File: config.mk
export PLATFORM = sky130hd
export DESIGN_NAME = mem_port_flat
export DESIGN_NICKNAME = d
export VERILOG_FILES = /design/src/rtl/mem_port_if.sv /design/src/rtl/mem_port.sv /design/src/flat_wrapper.sv
export SDC_FILE = /design/constraint.sdc
export NUM_CORES = 1
export LEC_CHECK = 0
export CAP_MARGIN = 20
export CORE_UTILIZATION = 35
export CTS_CLUSTER_SIZE = 25
export DETAILED_ROUTE_END_ITERATION = 16
export PLACE_DENSITY = 0.69
export SLEW_MARGIN = 0
export SYNTH_ARGS = -nofsm -noshare
export SYNTH_HDL_FRONTEND = slang
export SYNTH_SLANG_ARGS = --single-unit
File: constraint.sdc
create_clock -name clk -period 1.7 [get_ports clk]
set_input_delay 0.51 -clock clk [delete_from_list [all_inputs] [get_ports clk]]
set_output_delay 0.51 -clock clk [all_outputs]
set_load 0.005 [all_outputs]
File: src/rtl/mem_port_if.sv
// mem_port_if -- request/response bus between the CPU control sequencer and
// the memory port.
//
// Parameters:
//   ADDR_W  byte-address width
//
// Signals:
//   req    request, held by the master until it samples ack
//   we     1 = store, 0 = load/fetch
//   size   0 = byte, 1 = halfword, 2 = word, 3 = illegal
//   addr   byte address
//   wdata  store data, right-aligned
//   ack    one-cycle response strobe
//   err    request rejected (valid with ack)
//   rdata  load data, right-aligned, zero-extended (valid with ack)
//   busy   responder is processing a request
//
// Modports: master (requester side), slave (mem_port side).
interface mem_port_if #(
   parameter int ADDR_W = 16
) ();
   logic              req;
   logic              we;
   logic [1:0]        size;
   logic [ADDR_W-1:0] addr;
   logic [31:0]       wdata;
   logic              ack;
   logic              err;
   logic [31:0]       rdata;
   logic              busy;

   modport master (
      output req, we, size, addr, wdata,
      input  ack, err, rdata, busy
   );

   modport slave (
      input  req, we, size, addr, wdata,
      output ack, err, rdata, busy
   );
endinterface

File: src/rtl/mem_port.sv
// mem_port -- memory-side responder for the CPU multi-cycle sequencer.
// Accepts one request at a time, drives a single-port synchronous SRAM with
// WAIT_CYCLES read-data wait cycles, steers byte lanes on writes and
// right-aligns read data. Every output is a register.
//
// Parameters:
//   ADDR_W       byte-address width (SRAM word address is ADDR_W-2 bits)
//   WAIT_CYCLES  wait cycles after the SRAM access cycle, legal 1..15
//
// Ports:
//   clk         system clock, rising edge
//   reset_n     asynchronous active-low reset
//   bus         request/response bus (mem_port_if.slave)
//   sram_en     SRAM access enable
//   sram_we     SRAM write enable, qualified by sram_en
//   sram_be     SRAM byte-lane enables
//   sram_addr   SRAM word address
//   sram_wdata  lane-replicated write data
//   sram_rdata  SRAM read data, valid one cycle after the enabled edge
//
// Build option:
//   MEM_PORT_ALIGN_CHECK_EN  when defined, misaligned halfword/word requests
//                            get an error response; otherwise the low address
//                            bits below the access size are ignored.
module mem_port #(
   parameter int ADDR_W      = 16,
   parameter int WAIT_CYCLES = 1
) (
   input  logic              clk,
   input  logic              reset_n,
   mem_port_if.slave         bus,
   output logic              sram_en,
   output logic              sram_we,
   output logic [3:0]        sram_be,
   output logic [ADDR_W-3:0] sram_addr,
   output logic [31:0]       sram_wdata,
   input  logic [31:0]       sram_rdata
);

   typedef enum logic [1:0] {IDLE, ACCESS, WAIT, RESP} state_t;

   localparam logic [3:0] CNT_LOAD = 4'(WAIT_CYCLES - 1);

   state_t            state_q, state_d;
   logic [3:0]        cnt_q, cnt_d;
   logic              op_we_q, op_we_d;
   logic [1:0]        op_size_q, op_size_d;
   logic [1:0]        op_off_q, op_off_d;
   logic              en_d, we_d;
   logic [3:0]        be_d;
   logic [ADDR_W-3:0] saddr_d;
   logic [31:0]       swdata_d;
   logic              ack_q, ack_d;
   logic              err_q, err_d;
   logic              busy_q, busy_d;
   logic [31:0]       rdata_q, rdata_d;

   logic              illegal;
   logic [3:0]        lane_be;
   logic [31:0]       lane_wdata;
   logic [31:0]       rd_steer;

   assign bus.ack   = ack_q;
   assign bus.err   = err_q;
   assign bus.busy  = busy_q;
   assign bus.rdata = rdata_q;

   // Lane enables and replicated write data for the request on the bus.
   // NOTE: every variable assigned in an always_comb gets a default first so
   // no path leaves it unassigned and no latch is inferred.
   always_comb begin
      illegal    = 1'b0;
      lane_be    = 4'b0000;
      lane_wdata = bus.wdata;
      case (bus.size)
         2'd0: begin
            lane_be    = 4'b0001 << bus.addr[1:0];
            lane_wdata = {4{bus.wdata[7:0]}};
         end
         2'd1: begin
            lane_be    = 4'b0011 << {bus.addr[1], 1'b0};
            lane_wdata = {2{bus.wdata[15:0]}};
`ifdef MEM_PORT_ALIGN_CHECK_EN
            illegal    = bus.addr[0];
`endif
         end
         2'd2: begin
            lane_be    = 4'b1111;
`ifdef MEM_PORT_ALIGN_CHECK_EN
            illegal    = |bus.addr[1:0];
`endif
         end
         default: illegal = 1'b1;
      endcase
   end

   // Read data: move the addressed lane(s) down to bit 0, zero above.
   always_comb begin
      rd_steer = sram_rdata;
      case (op_size_q)
         2'd0:    rd_steer = {24'h0, 8'(sram_rdata >> {op_off_q, 3'b000})};
         2'd1:    rd_steer = {16'h0, 16'(sram_rdata >> {op_off_q[1], 4'b0000})};
         default: rd_steer = sram_rdata;
      endcase
   end

   // Next state and next value of every registered output.
   always_comb begin
      state_d   = state_q;
      cnt_d     = cnt_q;
      op_we_d   = op_we_q;
      op_size_d = op_size_q;
      op_off_d  = op_off_q;
      en_d      = 1'b0;
      we_d      = 1'b0;
      be_d      = sram_be;
      saddr_d   = sram_addr;
      swdata_d  = sram_wdata;
      ack_d     = 1'b0;
      err_d     = 1'b0;
      rdata_d   = rdata_q;

      case (state_q)
         IDLE: begin
            if (bus.req) begin
               op_we_d   = bus.we;
               op_size_d = bus.size;
               op_off_d  = bus.addr[1:0];
               if (illegal) begin
                  // Rejected: straight to the response, SRAM untouched.
                  state_d = RESP;
                  ack_d   = 1'b1;
                  err_d   = 1'b1;
                  rdata_d = '0;
               end else begin
                  // SRAM controls are loaded here so they are valid for the
                  // whole ACCESS cycle.
                  state_d  = ACCESS;
                  en_d     = 1'b1;
                  we_d     = bus.we;
                  be_d     = lane_be;
                  saddr_d  = bus.addr[ADDR_W-1:2];
                  swdata_d = lane_wdata;
               end
            end
         end
         ACCESS: begin
            state_d = WAIT;
            cnt_d   = CNT_LOAD;
         end
         WAIT: begin
            if (cnt_q == 4'd0) begin
               state_d = RESP;
               ack_d   = 1'b1;
               rdata_d = op_we_q ? 32'h0 : rd_steer;
            end else begin
               cnt_d = cnt_q - 4'd1;
            end
         end
         RESP:    state_d = IDLE;
         default: state_d = IDLE;
      endcase

      busy_d = (state_d != IDLE);
   end

   // NOTE: sequential state uses non-blocking assignments so every register
   // samples the pre-edge values computed above.
   always_ff @(posedge clk or negedge reset_n) begin
      if (!reset_n) begin
         state_q    <= IDLE;
         cnt_q      <= 4'd0;
         op_we_q    <= 1'b0;
         op_size_q  <= 2'd0;
         op_off_q   <= 2'd0;
         sram_en    <= 1'b0;
         sram_we    <= 1'b0;
         sram_be    <= 4'b0000;
         sram_addr  <= '0;
         sram_wdata <= 32'h0;
         ack_q      <= 1'b0;
         err_q      <= 1'b0;
         busy_q     <= 1'b0;
         rdata_q    <= 32'h0;
      end else begin
         state_q    <= state_d;
         cnt_q      <= cnt_d;
         op_we_q    <= op_we_d;
         op_size_q  <= op_size_d;
         op_off_q   <= op_off_d;
         sram_en    <= en_d;
         sram_we    <= we_d;
         sram_be    <= be_d;
         sram_addr  <= saddr_d;
         sram_wdata <= swdata_d;
         ack_q      <= ack_d;
         err_q      <= err_d;
         busy_q     <= busy_d;
         rdata_q    <= rdata_d;
      end
   end

endmodule

File: src/flat_wrapper.sv
// flat-port wrapper written by rule: the top's interface ports become plain ports
module mem_port_flat 
#(
   parameter int ADDR_W      = 16,
   parameter int WAIT_CYCLES = 1
)
  (clk, reset_n, sram_en, sram_we, sram_be, sram_addr, sram_wdata, sram_rdata, bus_req, bus_we, bus_size, bus_addr, bus_wdata, bus_ack, bus_err, bus_rdata, bus_busy);
  mem_port_if #(.ADDR_W(ADDR_W)) bus_i ();
  input  logic clk;
  input  logic reset_n;
  output logic sram_en;
  output logic sram_we;
  output logic [3:0] sram_be;
  output logic [ADDR_W-3:0] sram_addr;
  output logic [31:0] sram_wdata;
  input  logic [31:0] sram_rdata;
  input wire logic [$bits(bus_i.req)-1:0] bus_req;
  input wire logic [$bits(bus_i.we)-1:0] bus_we;
  input wire logic [$bits(bus_i.size)-1:0] bus_size;
  input wire logic [$bits(bus_i.addr)-1:0] bus_addr;
  input wire logic [$bits(bus_i.wdata)-1:0] bus_wdata;
  output wire logic [$bits(bus_i.ack)-1:0] bus_ack;
  output wire logic [$bits(bus_i.err)-1:0] bus_err;
  output wire logic [$bits(bus_i.rdata)-1:0] bus_rdata;
  output wire logic [$bits(bus_i.busy)-1:0] bus_busy;
  assign bus_i.req = bus_req;
  assign bus_i.we = bus_we;
  assign bus_i.size = bus_size;
  assign bus_i.addr = bus_addr;
  assign bus_i.wdata = bus_wdata;
  assign bus_ack = bus_i.ack;
  assign bus_err = bus_i.err;
  assign bus_rdata = bus_i.rdata;
  assign bus_busy = bus_i.busy;
  mem_port #(.ADDR_W(ADDR_W), .WAIT_CYCLES(WAIT_CYCLES)) u_core (.clk(clk), .reset_n(reset_n), .bus(bus_i), .sram_en(sram_en), .sram_we(sram_we), .sram_be(sram_be), .sram_addr(sram_addr), .sram_wdata(sram_wdata), .sram_rdata(sram_rdata));
endmodule
Word-level counts from Yosys, hierarchy flattened
Index checks and enable logic that the tools add are counted.
{ "word_totals": {"register_bits": 98, "in_bits": 86, "out_inout_bits": 87, "wordCells": 66} }
{ "op_classes": {"addsub": 1, "n_eq_ne": 10, "shifts": 4, "muxes": 25, "reduce_logical": 12} }
{ "op_table": {"columns": ["cell", "n"], "rows": [
  ["case mux 32 bit (2 select lines)", 3],
  ["two-way mux 32 bit", 4],
  ["right shift 32 x 5 -> 16 bit", 1],
  ["right shift 32 x 5 -> 8 bit", 1],
  ["case mux 4 bit (3 select lines)", 1],
  ["two-way mux 1 bit", 10],
  ["case mux 2 bit (4 select lines)", 1],
  ["case mux 4 bit (2 select lines)", 1],
  ["equality test 2 x 1 -> 1 bit, second input constant", 3],
  ["equality test 2 bit, second input constant", 3],
  ["zero test 2 bit", 3],
  ["two-way mux 2 bit", 3],
  ["inequality test 2 bit, second input constant", 3],
  ["nonzero test 2 bit", 3],
  ["zero test 4 bit", 1],
  ["two-way mux 4 bit", 1],
  ["AND reduction 2 bit", 2],
  ["AND reduction 4 bit", 1],
  ["<< shifter 1 x 2 -> 4 bit, first input constant", 1],
  ["<< shifter 2 x 2 -> 4 bit, first input constant", 1],
  ["subtractor 4 x 1 -> 4 bit, second input constant", 1],
  ["AND reduction 3 bit", 1],
  ["OR reduction 3 bit", 1],
  ["inequality test 2 x 1 -> 1 bit, second input constant", 1],
  ["case mux 1 bit (2 select lines)", 1]
]} }

Logic depth before layout (Yosys ltp)
Gate-level depths: netlist of the first run.
{ "depth": {"depth_word": 6, "mapped_depth": 9, "mapped_depth_nobuf": 7} }

Worst setup path before layout of the first run
Ideal clock, no wire load.
{ "synth_path": {"path_kind": "register -> register", "from": "reg u_core.cnt_q[0]", "to": "reg u_core.rdata_q[16], in the netlist u_core.bus.rdata[16]", "setup_ps": 121, "arrival_ps": 1596, "required_ps": 1579, "path_slack_ps": -17, "stages_incl_launch_ff": 8, "path_buffers": 1, "synth_period_minus_slack_ps": 1717, "path_cell_list": "dfrtp_1 inv_1 ha_1 or3b_4 mux2i_1 o21ai_2 buf_6 a22o_1"} }
{ "synth_between": {"elab_chain_cells": 3} }
{ "synth_lines": {"columns": ["item", "line_no", "text"], "rows": [
  ["start: declaration", "mem_port.sv:45", "logic [3:0] cnt_q, cnt_d;"],
  ["start signal: assignment", "mem_port.sv:187", "cnt_q <= cnt_d;"],
  ["zero test 4 bit", "mem_port.sv:152", "if (cnt_q == 4'd0) begin"],
  ["inequality test 2 x 1 -> 1 bit (no source line)", null, null],
  ["AND reduction 4 bit (no source line)", null, null],
  ["end signal: assignment", "mem_port.sv:199", "rdata_q <= rdata_d;"],
  ["end: declaration", "mem_port.sv:56", "logic [31:0] rdata_q, rdata_d;"]
]} }
No other way between the ends.
A chain may end at the register's enable or synchronous reset.

Worst setup path in the final report of the first run
{ "layout_path": {"from": "reg u_core.cnt_q[1]", "to": "reg u_core.rdata_q[24], in the netlist u_core.bus.rdata[24]"} }
Same word-level chain as after synthesis.

==> metrics.txt, run 1 <==
Synth Flop Type dfrtp_1; Clock Tree Buf Depth 2; slew margin rel. about three fifths; Die Wd between 100 and 150 µm; Max VDD drop 0.000686 V; PwrDens 1540 nW/µm²; Hold Buf Count CTS 0; Critical Path RT about 1.9 ns; Rows 41; Layout Nets approximately 760; Int Power 7.36 mW; max frequency approximately 560 MHz; clock share of power roughly 18%; vias in the first global route approximately 4,300; Worst EP arrival 2.02 ns; Vias per Instance 4.93; Clock Latency Late Sink approximately 0.35 ns; number of antenna violations at the first check in global routing 0; total wire length ~14,000 µm; post-route ant nets 0; final setup vio count 32; TritonCTS Sinks just under 100; synthesis warning total 0; CP Max Fanout 8; H-tree Lvls 3; first-pass GRT wire length between 20,000 and 25,000 µm; vias 4,182; Comb pwr share ~48%; cts bufs inserted 9; Max-cap violations 0; Slew Limit Fails 0; Power, Total approximately 11 mW; Routed WL per cell roughly 16 µm; dpl ws -0.315 ns; GRT Total Usage between 20% and 30%; die area around 13,000 µm²; die height 115 µm; Seq pwr share 34.4%; HP Class input pin to asynchronous set/reset pin; run status finished with violations; Top Ports 173; fin worst setup slack -0.0870 ns; clk_skew 0.00597 ns; Mapped Cells 428; Post-synth EDFFs 0; Clock Root Buffer clkbuf_16; DR pass1 iterations 5; Synth cell types 45; async set-reset flop share out of synthesis 100%; non-filler instance count after layout about 850; layout cells sized above 1 between 10% and 20%; #FFs+latches synth between 90 and 100; Tmin final approximately 1.8 ns; Placed Cells 806; WS Path Type register to register; CTS tree done; Post-DP Area slightly below 7000 µm²; Tcrit/Tclk final 105%; Synthesized Nets between 500 and 600; Final Wtd Congestion 0.797; Setup crit end kind register; Antenna Cells 0; grt ovf 0; switching share of power around a third; floorplan core area 12,600 µm²; P_leak about 3.7 nW; CTS clock-pin slew for the worst setup and hold paths about 0.07 ns; cell area after layout between 7000 and 8000 µm²; Mean Syn Cell Area about 11 µm²; DRT iter0 DRCs about 240; Initial Util between 30% and 40%; Syn Std Cell Area 4500 µm²; hpwl dp 10,000 µm; largest net degree at the start of global routing 44; Final Hold Fails 0; Slew @ Worst Pin around 0.62 ns; failing checks setup timing; port buffer count about 170; post-synthesis sequential area ratio 54.5%; final core utilization between 50 and 60%; RSZ-0062 raised after global routing true; Layout area overhead 61.7%; Startpoint Class register; Psw 3.87 mW; drt drc 0
==> power groups by stage <==
stage	Sequential, mW	Clock [mW]	Combinational (mW)
finish	3.86	2.03	5.34
global route	3.98	2.18	5.83
CTS	3.86	2.08	4.93
detailed placement	3.92	0	5.20
global placement	3.91	0	5.08
floorplan	3.90	0	2.25
==> per-layer routing <==
metal / global-route usage [%] / wire (µm) / vias to the layer above
met5: 0 / 0 / -
met4: 10.1 / 295 / 0
met3: 7.43 / 1370 / 16
met2: 34.2 / 6470 / 185
met1: 25.8 / 5840 / 1982
li1: - / - / 1999
==> synthesized netlist by cell type, drive strengths merged (2+ instances only) <==
cell	n	share of area, %
nor2	19	2.0
a22o	23	4.5
nand2	101	8.4
a21oi	11	1.2
and3	2	0.39
a22oi	8	1.3
o2bb2ai	17	3.3
a222oi	7	1.6
inv	11	0.92
mux2	7	1.8
o21ai	38	4.3
buf	19	2.8
mux2i	26	5.8
dfrtp	98	55
and2	2	0.28
o211a	2	0.45
nor2b	4	0.61
clkbuf	8	0.67
ha	5	1.4
nor3	5	0.67
==> layout make-up <==
class	count	area (µm²)
fillers	1137	5300
flip-flops and latches	98	2450
repair buffers	259	2370
multi-input cells	292	1900
clock buffers	12	246
well taps	172	215
inverters	12	45.0
clock inverters	3	40.0
==> path summary, 6_finish.rpt <==
path | from | end | slack (ns) | cells after the start
worst max-delay path | u_core.cnt_q[1] | u_core.bus.rdata[24] | -0.09 | 7
worst min-delay path | reset_n | u_core.bus.err | 0.14 | 2
worst max register to register | u_core.cnt_q[1] | u_core.bus.rdata[24] | -0.09 | 7
worst min register to register | u_core.sram_wdata[9] | u_core.sram_wdata[9] | 0.47 | 2
max in group asynchronous | reset_n | u_core.sram_addr[7] | 1.17 | 2
min in group clk | u_core.sram_wdata[9] | u_core.sram_wdata[9] | 0.47 | 2
==> state kept, by name (all words and copies together) (netlist names) <==
register and cells:
u_core.op_off_q 2, u_core.state_q 2, u_core.sram_wdata 32, u_core.cnt_q 4, u_core.bus.err 1, u_core.bus.rdata 32, u_core.op_we_q 1, u_core.sram_en 1
u_core.sram_we 1, u_core.sram_addr 14, u_core.bus.ack 1, u_core.bus.busy 1, u_core.sram_be 4, u_core.op_size_q 2
==> critical path, stage by stage, from the launching register on <==
cell	delay, ns
dfrtp_1	0.39
inv_2	0.08
ha_4	0.14
or3b_4	0.39
mux2i_4	0.17
o21ai_4	0.13
clkbuf_16	0.18
a22o_1	0.18
==> placed cells by master (no fill, tap or decap), drive strengths merged, types with 7 or more instances in the layout <==
master           n
nor2            20
dlygate4sd2     86
a22oi            8
dfrtp           98
a21oi           11
mux2             7
buf             86
clkbuf          14
a222oi           7
nand2          101
clkdlybuf4s50   84
inv             11
mux2i           26
o21ai           38
a22o            23
o2bb2ai         17
==> logic make-up (layout without fill, tap and decap cells) <==
kind of cell / Yosys count / in the layout / synth area share [%]
compound gates: 114 / 114 / 18.6
xor+xnor: 1 / 1 / 0.195
fa+ha+maj: 5 / 5 / 1.39
buf+inv: 39 / 286 / 4.42
flops: 98 / 98 / 54.5
mux: 33 / 33 / 7.54
simple gates: 138 / 139 / 13.3
==> metrics by stage <==
step / hold WS (ns) / TNS (ns)
floorplan: 0.214 / 0
global placement: 0.458 / -18.75
detailed placement: 0.461 / -21.34
CTS: 0.141 / -0.455
global route: 0.153 / -3.57
finish: 0.138 / -1.90
==> timing repair <==
action                     CTS  global route
gates resized for setup     90             8
setup buffers               21             3
cloned                       0             3
pin swaps                    0             4
setup endpoints to repair  119            35
(Power assumes the default switching activity.)
==> run 2, diff against run 1 <==
PLACE_DENSITY = 0.7   (was 0.69)
SKIP_LAST_GASP = 1   (was default)
==> run 2 against run 1 <==
  * The run still ends with setup timing left
  * Setup slack better by 0.026 ns
  * Cell count rose by 0.47%
  * Total power decreased by 0.57%
  * Clock power is 8% higher
  * Maximum frequency increased by 1.5%
  * Non-clock buffer count grew 4
  * Largest cell class unchanged
==> metrics.txt, run 2 (synthesis results as in run 1) <==
failing checks setup timing; Max-cap violations 0 (unchanged); Clock Latency Late Sink 0.34 ns (about the same); TritonCTS Sinks 98 (unchanged); Vias per Instance 5.03 (+1.9%); port buffer count 172 (unchanged); fin worst setup slack -0.0605 ns (+0.0265 ns); Layout area overhead 63.2%; leading cell type in the layout, fill and taps excluded nand2_1; Slew Limit Fails 0 (unchanged); Reg-to-Reg End u_core.bus.rdata[29]; cts bufs inserted 9 (unchanged); Tcrit/Tclk final 104% (-1.6 points); Post-DP Area 6800 µm² (+0.15%); Worst EP arrival 1.99 ns (-0.03 ns); r2r setup slk -0.06 ns (+0.03 ns); WS Path Type register to register; Clock Root Buffer clkbuf_16; vias 4,283 (+2.4%); Placed Cells 804 (-0.25%); Top Ports 173 (unchanged); Final Wtd Congestion 0.899 (+13%); RSZ-0062 raised after global routing true; Antenna Cells 0 (unchanged); die area 13,300 µm² (unchanged); vias in the first global route 4,303 (-0.32%); GRT Total Usage 21.4% (about the same); setup TNS -0.758 ns (+1.14 ns); run status finished with violations; hpwl dp 10,300 µm (+2.5%); PwrDens 1520 nW/µm² (-1.5%); HP Class input pin to asynchronous set/reset pin; Filler cells 1,104 (-2.9%); CTS tree done; R2R cell count 7 (unchanged); Rows 41 (unchanged); most frequent cells in the layout 100 x nand2_1, 98 x dfrtp_1, 86 x clkdlybuf4s50_1; worst reg2reg path startpoint u_core.cnt_q[0]; Initial Util 35.8% (unchanged); Clock Tree Buf Depth 2 (unchanged); P_leak 3.74 nW (+2.3%); total wire length 14,000 µm (+0.27%); DR pass1 iterations 7 (+2); number of antenna violations at the first check in global routing 0 (unchanged); DRT iter0 DRCs 341 (+40%); Startpoint Class register; Hold Buf Count CTS 0 (unchanged); die height 115 µm (unchanged); post-route ant nets 0 (unchanged); Max VDD drop 0.000770 V (+12%); layout cells sized above 1 19.4% (+0.48 points); cell area after layout 7340 µm² (+0.89%); floorplan core area 12,600 µm² (unchanged); Layout Nets 767 (+0.52%); grt ovf 0 (unchanged); Final Hold Fails 0 (unchanged); final setup vio count 22 (-31%); max frequency 568 MHz (+1.5%); CTS clock-pin slew for the worst setup and hold paths 0.07 ns (about the same); Die Wd 115 µm (unchanged); Slew @ Worst Pin 0.585 ns (-0.0328 ns); H-tree Lvls 3 (unchanged); CP Max Fanout 32 (+24); Tmin final 1.76 ns (-0.0265 ns); non-filler instance count after layout 852 (+0.47%); first-pass GRT wire length 21,500 µm (-0.32%); final core utilization 58.4% (+0.52 points); largest net degree at the start of global routing 35 (-20%); Critical Path RT 1.93 ns (about the same); Setup crit end kind register; slew margin rel. 60.7% (+2.2 points); drt drc 0 (unchanged); clk_skew 0.00823 ns (+0.00226 ns); Routed WL per cell 16.4 µm (-0.20%); Reg area 2450 µm² (unchanged); Multi-input gate area 1900 µm² (-0.20%)
-- run 2: final cells by class --
class / count / share of cell area (%)
clock buffers: 11 / 3.31
clock inverters: 4 / 1.04
inverters: 12 / 0.665
multi-input cells: 292 / 25.9
flip-flops and latches: 98 / 33.4
well taps: 172 / 2.93
repair buffers: 263 / 32.7
-- run 2: routing by layer --
layer	wire (µm)	GRT usage, %	up-vias	share of wire (%)
met5	0	0	-	0
met4	362	9.87	0	2.6
met3	1560	7.80	27	11
met2	6240	34.4	207	45
met1	5850	25.4	2035	42
li1	-	-	2014	-
-- run 2: worst max-delay path, cell delays in order (launching register included) --
cell     delay [ns]
dfrtp_1        0.40
inv_2          0.08
ha_4           0.13
or3b_4         0.38
mux2i_2        0.17
o21ai_2        0.10
buf_12         0.17
a22o_1         0.19
-- run 2: worst max-delay path by stage --
stage	startpoint	to	slack, ns	cells past startpoint
floorplan	u_core.cnt_q[0]	u_core.bus.rdata[16]	0.003	7
detailed placement	bus_size[1]	u_core.sram_wdata[12]	-0.38	5
finish	u_core.cnt_q[0]	u_core.bus.rdata[29]	-0.06	7
CTS	u_core.cnt_q[0]	u_core.bus.rdata[24]	-0.08	7
global route	u_core.cnt_q[0]	u_core.bus.rdata[16]	-0.12	8
global placement	bus_size[0]	u_core.sram_wdata[8]	-0.31	5
-- run 2: power breakdown --
| group | total (mW) | switching, mW | internal, mW |
|---|---|---|---|
| sequential | 3.85 | 0.540 | 3.31 |
| combinational | 5.12 | 2.38 | 2.74 |
| clock | 2.20 | 0.871 | 1.33 |
-- run 2: repair_timing --
action | 4_1_cts | 5_1_grt
setup endpoints to repair | 116 | 60
buffers inserted | 28 | 4
pin swaps | 0 | 6
gates resized for setup | 80 | 18
hold endpoints to repair | 0 | 0
cloned | 0 | 1
-- run 2: through the flow --
step / total power, mW / setup WS, ns / hold slack (ns)
global placement: 8.97 / -0.309 / 0.458
CTS: 11.1 / -0.0844 / 0.106
global route: 11.9 / -0.123 / 0.128
finish: 11.2 / -0.0605 / 0.106
floorplan: 6.16 / 0.00306 / 0.214
detailed placement: 9.09 / -0.382 / 0.465
==> run 3, diff against run 2 <==
CAP_MARGIN = 10   (was 20)
==> results of run 3 <==
Final layout, timing and power as in run 2 (identical DEF).
